## config.mk

```make
export PLATFORM = sky130hd
export DESIGN_NAME = csa_seq_mult
export DESIGN_NICKNAME = d
export VERILOG_FILES = /design/src/rtl/csa_mult_pkg.sv /design/src/rtl/csa_seq_mult_row.sv /design/src/rtl/csa_seq_mult.sv
export SDC_FILE = /design/constraint.sdc
export NUM_CORES = 1
export LEC_CHECK = 0
export ABC_AREA = 1
export ABC_CLOCK_PERIOD_IN_PS = 2500
export CAP_MARGIN = 25
export CORE_AREA = 5 5 138 140
export CTS_CLUSTER_SIZE = 10
export DETAILED_ROUTE_END_ITERATION = 10
export DIE_AREA = 0 0 143 145
export PLACE_DENSITY_LB_ADDON = 0.2
export REMOVE_ABC_BUFFERS = 1
export SKIP_CTS_REPAIR_TIMING = 1
export SLEW_MARGIN = 40
export SYNTH_ARGS = -nofsm -noshare
export SYNTH_HDL_FRONTEND = slang
export SYNTH_SLANG_ARGS = --single-unit
```

## constraint.sdc

```tcl
create_clock -name clk -period 2.5 [get_ports clk]
set_clock_uncertainty 0.05 [all_clocks]
set_input_delay 0.375 -clock clk [delete_from_list [all_inputs] [get_ports clk]]
set_output_delay 0.375 -clock clk [all_outputs]
set_load 0.05 [all_outputs]
```

## src/rtl/csa_mult_pkg.sv

```systemverilog
// Shared types and defaults for the carry-save sequential multiplier.
// Holds the FSM state enum and the default operand width.
package csa_mult_pkg;

  localparam int CSA_MULT_DEF_WIDTH = 16;

  typedef enum logic [1:0] {
    IDLE,
    ACCUM,
    RESOLVE,
    DONE
  } csa_mult_state_e;

endpackage

```

## src/rtl/csa_seq_mult_row.sv

```systemverilog
// One carry-save adder row: a bitwise array of 3:2 compressors.
// Purely combinational; the caller applies the carry shift.
module csa_row #(
  parameter int N = 32
) (
  input  logic [N-1:0] x,
  input  logic [N-1:0] y,
  input  logic [N-1:0] z,
  output logic [N-1:0] s,
  output logic [N-1:0] c
);

  assign s = x ^ y ^ z;
  assign c = (x & y) | (x & z) | (y & z);

endmodule

```

## src/rtl/csa_seq_mult.sv

```systemverilog
// Iterative unsigned multiplier folding one partial product per cycle.
// Optional early termination via macro CSA_SEQ_MULT_EARLY_TERM_EN.
module csa_seq_mult
  import csa_mult_pkg::*;
#(
  parameter int WIDTH = CSA_MULT_DEF_WIDTH
) (
  input  logic               clk,
  input  logic               rst,
  input  logic               in_valid,
  output logic               in_ready,
  input  logic [WIDTH-1:0]   in_a,
  input  logic [WIDTH-1:0]   in_b,
  output logic               out_valid,
  input  logic               out_ready,
  output logic [2*WIDTH-1:0] out_prod,
  output logic               busy
);

  localparam int P  = 2 * WIDTH;
  localparam int CW = $clog2(WIDTH);
  localparam logic [CW-1:0] LAST = CW'(WIDTH - 1);

  csa_mult_state_e r_state;
  csa_mult_state_e w_next;

  logic [P-1:0]     r_a;
  logic [WIDTH-1:0] r_b;
  logic [P-1:0]     r_sum;
  logic [P-1:0]     r_carry;
  logic [CW-1:0]    r_cnt;
  logic [P-1:0]     r_prod;
  logic             r_valid;

  logic [P-1:0] w_pp;
  logic [P-1:0] w_s;
  logic [P-1:0] w_c;
  logic         w_last;

  assign w_pp = r_b[0] ? r_a : '0;

  csa_row #(
    .N (P)
  ) u_row (
    .x (r_sum),
    .y (r_carry),
    .z (w_pp),
    .s (w_s),
    .c (w_c)
  );

`ifdef CSA_SEQ_MULT_EARLY_TERM_EN
  // Stop once no multiplier bits remain beyond the current one.
  assign w_last = (r_cnt == LAST) ||
                  (r_b[WIDTH-1:1] == '0);
`else
  assign w_last = (r_cnt == LAST);
`endif

  always_comb begin
    w_next = r_state;
    unique case (r_state)
      IDLE:    if (in_valid) w_next = ACCUM;
      ACCUM:   if (w_last) w_next = RESOLVE;
      RESOLVE: w_next = DONE;
      DONE:    if (out_ready) w_next = IDLE;
      default: w_next = IDLE;
    endcase
  end

  always_ff @(posedge clk) begin
    if (rst) r_state <= IDLE;
    else     r_state <= w_next;
  end

  always_ff @(posedge clk) begin
    if (rst) begin
      r_a     <= '0;
      r_b     <= '0;
      r_sum   <= '0;
      r_carry <= '0;
      r_cnt   <= '0;
      r_prod  <= '0;
      r_valid <= 1'b0;
    end else begin
      unique case (r_state)
        IDLE: begin
          if (in_valid) begin
            r_a     <= {{WIDTH{1'b0}}, in_a};
            r_b     <= in_b;
            r_sum   <= '0;
            r_carry <= '0;
            r_cnt   <= '0;
          end
        end
        ACCUM: begin
          r_sum   <= w_s;
          r_carry <= {w_c[P-2:0], 1'b0};
          r_a     <= {r_a[P-2:0], 1'b0};
          r_b     <= {1'b0, r_b[WIDTH-1:1]};
          r_cnt   <= r_cnt + CW'(1);
        end
        RESOLVE: begin
          r_prod  <= r_sum + r_carry;
          r_valid <= 1'b1;
        end
        DONE: begin
          if (out_ready) r_valid <= 1'b0;
        end
        default: r_valid <= 1'b0;
      endcase
    end
  end

  assign in_ready  = (r_state == IDLE);
  assign busy      = (r_state != IDLE);
  assign out_valid = r_valid;
  assign out_prod  = r_prod;

endmodule

```

* Word level (Yosys, flattened, before mapping)
Index checks and enable logic that the tools add are counted.
** Storage, ports and cells
- Output and inout port bits :: 35
- Word-level logic and storage cells :: 47
- Register bits after elaboration :: 151
- Input bits :: 36
** Operators by class
- Reduce and logical (&&, ||, !) cells :: 7
- Eq/ne operators :: 7
- Mux-type cells :: 16
- $add $sub $neg :: 2
- Bitwise operators :: 7
** Operators by type and width (count)
- $pmux 32 s2 :: 3
- $mux 32 :: 3
- $and 31x31->31 :: 3
- $xor 32x32->32 :: 2
- $or 31x31->31 :: 2
- $add 32x32->32 :: 1
- $pmux 16 s2 :: 1
- $mux 16 :: 1
- $pmux 2 s4 :: 1
- $pmux 4 s2 :: 1
- $mux 2 :: 3
- $ne 2x2->1 const B :: 3
- $reduce_bool 2->1 :: 3
- $add 4x1->4 const B :: 1
- $eq 2x2->1 const B :: 2
- $eq 4x4->1 const B :: 1
- $mux 4 :: 1
- $reduce_and 2->1 :: 2
- $reduce_and 3->1 :: 1
- $eq 2x1->1 const B :: 1
- $logic_not 2->1 :: 1
- $pmux 1 s2 :: 1
- $mux 1 :: 1

* Logic depth before layout (Yosys ltp)
Gate-level depths: netlist of the first run.
- Depth in word-level cells :: 5
- Depth in mapped cells :: 14
- Depth with buffers taken out :: 14

* By module
A second synthesis of the first run with hierarchy kept.
** Unflattened totals
- Cell total of the unflattened synthesis :: 1317
- Area total of the unflattened synthesis :: 8893.5 µm²
** Modules (own cells, without submodules)
- csa_seq_mult :: times used 1, cells each 1285, area each 8252.9 µm², seq. area each 3002.9 µm²
- csa_row :: times used 1, cells each 32, area each 640.6 µm², seq. area each 0.0 µm²

* Worst setup path after synthesis of the first run
No wires, ideal clock.
- Path kind :: register to register
- Start point :: register r_state[0]
- End point :: register r_a[1]
- Data arrival time :: 2.008 ns
- Clock period less this slack :: 2.146 ns
- Setup time :: 0.089 ns
- Cell stages (with the launch flop) :: 11
- Required time :: 2.361 ns
- Buffers on the path :: 2
- Path slack :: 0.354 ns
- Path through :: dfxtp_1 > inv_1 > ha_1 > inv_2 > nor2_2 > nor2_2 > inv_2 > nand2_2 > buf_2 > buf_6 > a311oi_2
** Between the ends
- Word-level cells in the longest chain between the ends :: 3
- Elaborated cells between the ends (all ways) :: 6
- Classes of those cells :: eq/ne: 2; mux: 1; reduce/logical: 3
** RTL lines
- start: declaration :: RTL line csa_seq_mult.sv:24 : csa_mult_state_e r_state;
- start signal: assignment :: RTL line csa_seq_mult.sv:73 : else r_state <= w_next;
- $logic_not 2->1 (*)
- named net in_ready :: RTL line csa_seq_mult.sv:11 : output logic in_ready,
- $ne 2x2->1 (no source line) / $reduce_bool 2->1 (equally long branches)
- $reduce_and 2->1 (no source line)
- end signal: assignment :: RTL line csa_seq_mult.sv:89 : r_a <= {{WIDTH{1'b0}}, in_a};
- end signal: assignment :: RTL line csa_seq_mult.sv:99 : r_a <= {r_a[P-2:0], 1'b0};
- end: declaration :: RTL line csa_seq_mult.sv:27 : logic [P-1:0] r_a;
Mark *: on every way through the listed nets, which the timed path passes. The rest lies on a longest branch.
A chain may end at the register's enable or synchronous reset.

* Worst setup path after layout of the first run
- Start point :: register r_state[0]
- End point :: output busy
** Between the ends
- Word-level cells in the longest chain between the ends :: 1
** RTL lines
- $reduce_bool 2->1 :: RTL line csa_seq_mult.sv:116 : assign busy = (r_state != IDLE);
- end: declaration :: RTL line csa_seq_mult.sv:17 : output logic busy
Every way passes these cells.

==> results.json, run 1 <==
{
  "synth_ff_type": "dfxtp_1",
  "hold_path.class": "primary input to register",
  "status": "finished, final reports clean",
  "fill_cells": 1725,
  "syn_avg_cell_area_um2": 6.74,
  "fmax_ghz": 0.413,
  "p_seq_frac": 0.349,
  "r2r-end": "out_prod[25]",
  "diodes": 0,
  "total_power_w": 0.00885,
  "h-tree-depth": 4,
  "r2r_start": "r_carry[1]",
  "setup_viol": 0,
  "worst_skew_pair.late_latency_ns": 0.43,
  "wl_per_cell_um": 12.4,
  "die_area_mm2": 0.0207,
  "grt_max_degree": 84,
  "cp_num_buf_inv": 3,
  "synth_cell_types": 32,
  "initial_utilization": 0.501,
  "cts_buffers": 17,
  "pre_cts_slack_ns": 0.352,
  "crit_arrival_ns": 2.00,
  "detailed_place_hpwl_mm": 14.3,
  "final_hold_viol_count": 0,
  "area_growth_pct": 16.5,
  "yosysSeqAreaShare": 0.338,
  "min_to": "out_valid",
  "critPathTopFamily": "buffers and inverters",
  "synth_edf_count": 0,
  "syn-cell-area_mm2": 0.00887,
  "intPower_w": 0.00539,
  "worst_slew_pin_slew_ns": 0.517,
  "fin_ws_ns": 0.0794,
  "clock_power_share": 0.305,
  "cp_slowest_cell": "clkdlybuf4s50_1",
  "drv_slew": 0,
  "first_pass_iters": 5,
  "reg2reg_depth": 13,
  "clk_pin_slew_ns": 0.07,
  "grt_pass1_wl_mm": 34.9,
  "hold_depth": 2,
  "async_flop_share": 0,
  "cts_root_buf": "clkbuf_16",
  "synth_top_cells_by_area": "dfxtp_1, nand2_1, inv_1, fa_1, a21oi_1",
  "critPathLaunchType": "register",
  "grt_pass1_vias": 7346,
  "hold_ws_ns": 0.340,
  "drv_cap": 0,
  "ys_ff_latch": 150,
  "routed_wl_mm": 20.0,
  "drt_first_iter_violations": 586,
  "synth_most_common_cell": "nand2_1",
  "vias": 7845,
  "p_per_area_mw_per_mm2": 856,
  "timing.reg2reg.setup_slack_ns": 0.32,
  "io_buffers": 70,
  "fin_cells": 1605,
  "peakVddDrop_mv": 1.12,
  "crit_type": "register to primary output",
  "min_period_over_period": 0.968,
  "combPwrFrac": 0.346,
  "synthCells": 1317,
  "layout-drive-gt1-share": 0.0523,
  "synthTopCellsByCount": "nand2_1, inv_1, dfxtp_1",
  "layout.nets": 1466,
  "hold_start": "rst",
  "core-area_mm2": 0.0177,
  "rsz0062_at_grt": "no",
  "slew_headroom": 0.655,
  "end_kind": "primary output",
  "max_stage_delay_ns": 0.79,
  "grt_overflow_total": 0,
  "critPathRequiredTime_ns": 2.08,
  "grtUsageTotal": 0.199,
  "clock_sinks": 150,
  "clockBufferDepth": 2,
  "boundaryPins": 71,
  "die_y_um": 145,
  "synth_top_area_frac": 0.338,
  "cp_max_fo": 4,
  "power_leakage_nw": 5.04,
  "switching_share": 0.392,
  "antenna_found_initial": 0,
  "yosysWarnings": 0,
  "dp.cells": 1573,
  "fp-row-count": 49,
  "tritoncts": "built",
  "drcViolationCount": 0,
  "min_period_ns": 2.42,
  "vias_per_cell": 4.89,
  "routabilityCongestion": 0.891,
  "yosys.area.top_type": "dfxtp_1",
  "fp.dieW_um": 143,
  "cp_cell_sequence": "inv_1 > ha_1 > inv_2 > clkdlybuf4s50_1",
  "postRouteAntennaNets": 0,
  "p_sw_w": 0.00347
}
[cells in the final DEF, fill, tap and decap left out, types with 4 or more instances in the layout]
cell type / instances
a211oi_1: 5
a21oi_1: 108
a311oi_1: 18
a311oi_2: 10
buf_12: 4
buf_4: 12
clkbuf_16: 17
clkdlybuf4s50_1: 69
clkinvlp_4: 4
dfxtp_1: 150
fa_1: 31
ha_1: 35
inv_1: 175
inv_2: 4
inv_6: 4
nand2_1: 486
nand3_1: 44
nand4_1: 5
nor2_1: 136
o21ai_0: 15
xor2_1: 12
[logic make-up after synthesis]
group | after synthesis | share of synthesized area
buffers and inverters | 237 | 0.110
AO/OA/AOI/OAI | 165 | 0.115
XOR/XNOR | 14 | 0.0138
flip-flops | 150 | 0.338
adder cells (fa/ha/maj) | 67 | 0.121
AND/OR/NAND/NOR | 684 | 0.301
[layer usage]
layer  wire, µm  vias to the layer above  track usage
met5          0                        -            0
met4        214                        0       0.0447
met3        928                       21       0.0372
met2       8620                      126        0.301
met1      10200                     3528        0.296
li1           -                     4170            -
[stage by stage]
stage / utilization / setup TNS (ns) / instance area, µm²
2_1_floorplan: - / -239.30 / 8570
3_3_place_gp: 0.549 / 0 / 9720
3_5_place_dp: 0.549 / 0 / 9720
4_1_cts: 0.584 / 0 / 10300
5_1_grt: 0.584 / 0 / 10300
6_report: 0.584 / 0 / 10300
[state kept, by name (all words and copies together), names as in the netlist]
register	count
out_valid	1
r_b	16
r_sum	32
r_a	32
r_carry	31
r_state	2
r_cnt	4
out_prod	32
[power by group through the flow]
stage / Combinational (W) / Sequential [W] / Clock [W]
final: 0.00306 / 0.00309 / 0.00270
after global routing: 0.00338 / 0.00314 / 0.00284
after CTS: 0.00309 / 0.00309 / 0.00274
after detailed placement: 0.00308 / 0.00314 / 0
after global placement: 0.00305 / 0.00313 / 0
after floorplan: 0.00140 / 0.00373 / 0
[layout make-up]
cell class	instances	area, µm²	area share
clock buffers	17	425	0.0411
clock inverters	15	193	0.0186
inverters	179	672	0.0650
multi-input cells	930	4900	0.474
flip-flops and latches	150	3000	0.290
well taps	229	287	0.0277
repair buffers	85	861	0.0833
[how the worst max path moves through the flow]
stage | from | end | cells past startpoint
final | r_state[0] | busy | 4
after global routing | r_state[0] | busy | 4
after floorplan | r_state[1] | r_a[14] | 9
after detailed placement | r_sum[1] | out_prod[21] | 13
after global placement | r_sum[1] | out_prod[29] | 13
after CTS | r_state[0] | busy | 4
No activity file was read; power rests on OpenSTA's default activity.
==> inputs of run 2 (changes only) <==
--- a/config.mk
+++ b/config.mk
@@ -14,6 +14,7 @@
 export DIE_AREA = 0 0 143 145
 export PLACE_DENSITY_LB_ADDON = 0.2
 export REMOVE_ABC_BUFFERS = 1
+export SETUP_SLACK_MARGIN = 0.2
 export SKIP_CTS_REPAIR_TIMING = 1
 export SLEW_MARGIN = 40
 export SYNTH_ARGS = -nofsm -noshare
==> results.json, run 2 (synthesis results as in run 1) <==
{
  "die_area_mm2": 0.0207,
  "routed_wl_mm": 20.0,
  "hold_ws_ns": 0.342,
  "tritoncts": "built",
  "cts_buffers": 17,
  "worst_slew_pin_slew_ns": 0.515,
  "vias": 7877,
  "peakVddDrop_mv": 1.07,
  "fmax_ghz": 0.476,
  "initial_utilization": 0.501,
  "die_y_um": 145,
  "cp_cell_sequence": "clkdlybuf4s50_1",
  "grt_pass1_vias": 7346,
  "cp_max_fo": 2,
  "drt_first_iter_violations": 614,
  "setup_tns_ns": 0,
  "cp_slowest_cell": "clkdlybuf4s50_1",
  "detailed_place_hpwl_mm": 14.3,
  "vias_per_cell": 4.91,
  "area_growth_pct": 16.7,
  "io_buffers": 70,
  "pre_cts_slack_ns": 0.352,
  "grt_max_degree": 84,
  "total_power_w": 0.00885,
  "critPathRequiredTime_ns": 2.08,
  "antenna_found_initial": 0,
  "final_cell_mix": "nand2_1, inv_1, dfxtp_1, nor2_1, a21oi_1",
  "max_stage_delay_ns": 0.84,
  "clk_pin_slew_ns": 0.07,
  "min_period_over_period": 0.840,
  "h-tree-depth": 4,
  "drv_slew": 0,
  "power_leakage_nw": 5.06,
  "multi_input_area_mm2": 0.00491,
  "crit_type": "register to primary output",
  "final_util": 0.584,
  "worst_skew_pair.late_latency_ns": 0.43,
  "critPathLaunchType": "register",
  "status": "finished, final reports clean",
  "cts_root_buf": "clkbuf_16",
  "final_hold_viol_count": 0,
  "grt_pass1_wl_mm": 34.9,
  "postRouteAntennaNets": 0,
  "rsz0062_at_grt": "no",
  "fin_ws_ns": 0.401,
  "layout-drive-gt1-share": 0.0552,
  "crit_arrival_ns": 1.67,
  "grt_overflow_total": 0,
  "layout_commonest_cell": "nand2_1",
  "grtUsageTotal": 0.199,
  "fp.dieW_um": 143,
  "critPathTopFamily": "buffers and inverters",
  "hold_path.class": "primary input to register",
  "clock_sinks": 150,
  "min_period_ns": 2.10,
  "first_pass_iters": 5,
  "drv_cap": 0,
  "setup_viol": 0,
  "boundaryPins": 71,
  "drcViolationCount": 0,
  "diodes": 0,
  "layout.nets": 1466,
  "fp-row-count": 49,
  "p_per_area_mw_per_mm2": 855,
  "hold_start": "rst",
  "regArea_mm2": 0.00301,
  "routabilityCongestion": 0.891,
  "crit_start": "out_prod[25]",
  "cp_num_buf_inv": 1,
  "wl_per_cell_um": 12.5,
  "r2r_start": "r_carry[1]",
  "core-area_mm2": 0.0177,
  "slew_headroom": 0.656,
  "clockBufferDepth": 2,
  "end_kind": "primary output",
  "fill_cells": 1719
}
run 2: changes by cell type in the layout (fill, tap and decap cells not counted), sizes merged:
cell | previous run | this run
clkdlybuf4s50 | 69 | 67
dlymetal6s2s | 0 | 2
run 2: path summary, 6_finish.rpt:
check                               endpoint  depth (start not counted)  slack [ns]
worst max-delay path            out_prod[25]                          1        0.40
worst min-delay path               out_valid                          2        0.34
worst max register to register  out_prod[25]                         13        0.42
worst min register to register   out_prod[1]                          2        0.42
run 2: final cells by class:
| type | count | share of cell area |
|---|---|---|
| Clock inverter | 15 | 0.0186 |
| Tap cell | 229 | 0.0277 |
| Timing Repair Buffer | 85 | 0.0836 |
| Inverter | 179 | 0.0649 |
| Sequential cell | 150 | 0.290 |
| Multi-Input combinational cell | 930 | 0.474 |
| Clock buffer | 17 | 0.0411 |
run 2: report_power, final:
part | internal [W] | switching, W | total [W]
sequential | 0.00281 | 0.000275 | 0.00309
clock | 0.00159 | 0.00111 | 0.00270
combinational | 0.000979 | 0.00208 | 0.00306
run 2: routing by layer:
| layer | routed length (µm) | track usage |
|---|---|---|
| met1 | 10300 | 0.296 |
| met5 | 0 | 0 |
| met4 | 216 | 0.0447 |
| met2 | 8740 | 0.301 |
| met3 | 790 | 0.0372 |
run 2: stage by stage:
stage / cells / area (µm²)
6_report: 1605 / 10400
5_1_grt: 1605 / 10400
4_1_cts: 1605 / 10300
3_5_place_dp: 1573 / 9720
3_3_place_gp: 1573 / 9720
2_1_floorplan: 1259 / 8570
==> inputs of run 3 (changes only) <==
--- a/config.mk
+++ b/config.mk
@@ -6,7 +6,7 @@
 export NUM_CORES = 1
 export LEC_CHECK = 0
 export ABC_AREA = 1
-export ABC_CLOCK_PERIOD_IN_PS = 2500
+export ABC_CLOCK_PERIOD_IN_PS = 1900
 export CAP_MARGIN = 25
 export CORE_AREA = 5 5 138 140
 export CTS_CLUSTER_SIZE = 10
==> constraint.sdc (replaced) <==
create_clock -name clk -period 1.9 [get_ports clk]
set_clock_uncertainty 0.05 [all_clocks]
set_input_delay 0.285 -clock clk [delete_from_list [all_inputs] [get_ports clk]]
set_output_delay 0.285 -clock clk [all_outputs]
set_load 0.05 [all_outputs]
==> results.json, run 3 (synthesis results as in run 1) <==
{
  "drv_slew": 0,
  "clock_sinks": 150,
  "boundaryPins": 71,
  "critPathRequiredTime_ns": 2.18,
  "p_sw_w": 0.00510,
  "cp_num_buf_inv": 4,
  "worst_skew_pair.late_latency_ns": 0.44,
  "drv_cap": 0,
  "grt_pass1_wl_mm": 36.3,
  "drt_first_iter_violations": 673,
  "grt_overflow_total": 0,
  "crit_start": "r_sum[1]",
  "routed_wl_mm": 26.6,
  "die_y_um": 145,
  "fill_cells": 1308,
  "combPwrFrac": 0.425,
  "vias": 9018,
  "clock_power_share": 0.261,
  "area_growth_pct": 41.5,
  "fp-row-count": 49,
  "fin_ws_ns": 0.0172,
  "hold_path.class": "primary input to register",
  "cts_buffers": 17,
  "cp_slowest_cell": "dfxtp_2",
  "layout-drive-gt1-share": 0.271,
  "pre_cts_slack_ns": -0.111,
  "intPower_w": 0.00789,
  "design_area_mm2": 0.0126,
  "die_area_mm2": 0.0207,
  "setup_tns_ns": 0,
  "peakVddDrop_mv": 1.28,
  "postRouteAntennaNets": 0,
  "switching_share": 0.393,
  "fmax_ghz": 0.531,
  "slew_headroom": 0.631,
  "diodes": 0,
  "place_area_mm2": 0.0101,
  "rsz0062_at_grt": "yes",
  "r2r_start": "r_sum[1]",
  "grt_pass1_vias": 7854,
  "tritoncts": "built",
  "p_per_area_mw_per_mm2": 1030,
  "vias_per_cell": 5.31,
  "clk_pin_slew_ns": 0.06,
  "crit_arrival_ns": 2.17,
  "detailed_place_hpwl_mm": 15.3,
  "final_cell_mix": "nand2_1, inv_1, nor2_1, dfxtp_1, a21oi_1",
  "initial_utilization": 0.501,
  "critPathTopFamily": "simple AND/OR/NAND/NOR gates",
  "grt_max_degree": 84,
  "min_period_over_period": 0.991,
  "core-area_mm2": 0.0177,
  "total_power_w": 0.0130,
  "first_pass_iters": 6,
  "cpMostUsedCell": "nand2_2",
  "cp_max_fo": 3,
  "worst_slew_pin_slew_ns": 0.553,
  "critPathLaunchType": "register",
  "cp_cell_sequence": "ha_4 > inv_2 > fa_2 > inv_2 > buf_6 > nand2_2 > nand3_2 > nand2_1 > nand2_2 > nand2_2 > nand3_2 > nand3_1 > nand2_1 > inv_1",
  "status": "finished, final reports clean",
  "grtUsageTotal": 0.211,
  "end_kind": "register",
  "setup_viol": 0,
  "min_period_ns": 1.88,
  "antenna_found_initial": 0,
  "drcViolationCount": 0,
  "routabilityCongestion": 0.912,
  "final_hold_viol_count": 0,
  "fp.dieW_um": 143,
  "max_stage_delay_ns": 0.36,
  "cts_root_buf": "clkbuf_16",
  "crit_type": "register to register",
  "h-tree-depth": 4,
  "io_buffers": 70,
  "power_leakage_nw": 6.37,
  "p_seq_frac": 0.315,
  "wl_per_cell_um": 15.6,
  "layout_commonest_cell": "nand2_1",
  "hold_start": "rst",
  "layout.nets": 1560,
  "clockBufferDepth": 2
}
## run 3: cell types whose count changed in the layout (fill, tap and decap cells not counted), sizes merged
cell	delta
clkbuf	+13
clkdlybuf4s50	-33
buf	+88
inv	-5
bufinv	-1
dlymetal6s2s	+29
clkinvlp	-1
clkinv	+3
## run 3: layer usage
| layer | wire (µm) | global-route usage | share of wire | vias to the layer above |
|---|---|---|---|---|
| li1 | - | - | - | 4373 |
| met1 | 11500 | 0.300 | 0.43 | 4242 |
| met2 | 12600 | 0.324 | 0.48 | 325 |
| met3 | 1690 | 0.0411 | 0.063 | 78 |
| met4 | 699 | 0.0613 | 0.026 | 0 |
| met5 | 0 | 0 | 0 | - |
## run 3: power groups by stage
stage / Combinational, W / Clock, W / Sequential, W
after floorplan: 0.00184 / 0 / 0.00490
after global routing: 0.00590 / 0.00353 / 0.00414
final: 0.00552 / 0.00339 / 0.00409
after global placement: 0.00435 / 0 / 0.00413
after detailed placement: 0.00440 / 0 / 0.00414
after CTS: 0.00442 / 0.00339 / 0.00408
## run 3: through the flow
| step | instances | hold WS, ns | utilization |
|---|---|---|---|
| 2_1_floorplan | 1259 | 0.304 | - |
| 3_3_place_gp | 1618 | 0.397 | 0.572 |
| 3_5_place_dp | 1618 | 0.402 | 0.572 |
| 4_1_cts | 1649 | 0.282 | 0.605 |
| 5_1_grt | 1698 | 0.344 | 0.709 |
| 6_report | 1698 | 0.305 | 0.709 |
## run 3: worst reg2reg max path, delay by kind of cell (launching register included)
family,cells,cell delay [ns]
AND/OR/NAND/NOR,8,0.62
adder cells (fa/ha/maj),2,0.49
buffers and inverters,4,0.27
flip-flops,1,0.36
## run 3: worst paths after layout
kind | end | slack (ns) | cells past startpoint
setup / recovery | out_prod[31] | 0.02 | 14
hold / removal | r_sum[2] | 0.30 | 2
setup reg to reg | out_prod[31] | 0.02 | 14
hold reg to reg | r_b[15] | 0.41 | 2
## run 3: layout make-up
cell class	count	area (µm²)	area share
well taps	229	287	0.0228
flip-flops and latches	150	3110	0.248
inverters	179	692	0.0551
multi-input cells	930	5930	0.472
repair buffers	179	1960	0.156
clock buffers	20	447	0.0356
clock inverters	11	128	0.0102
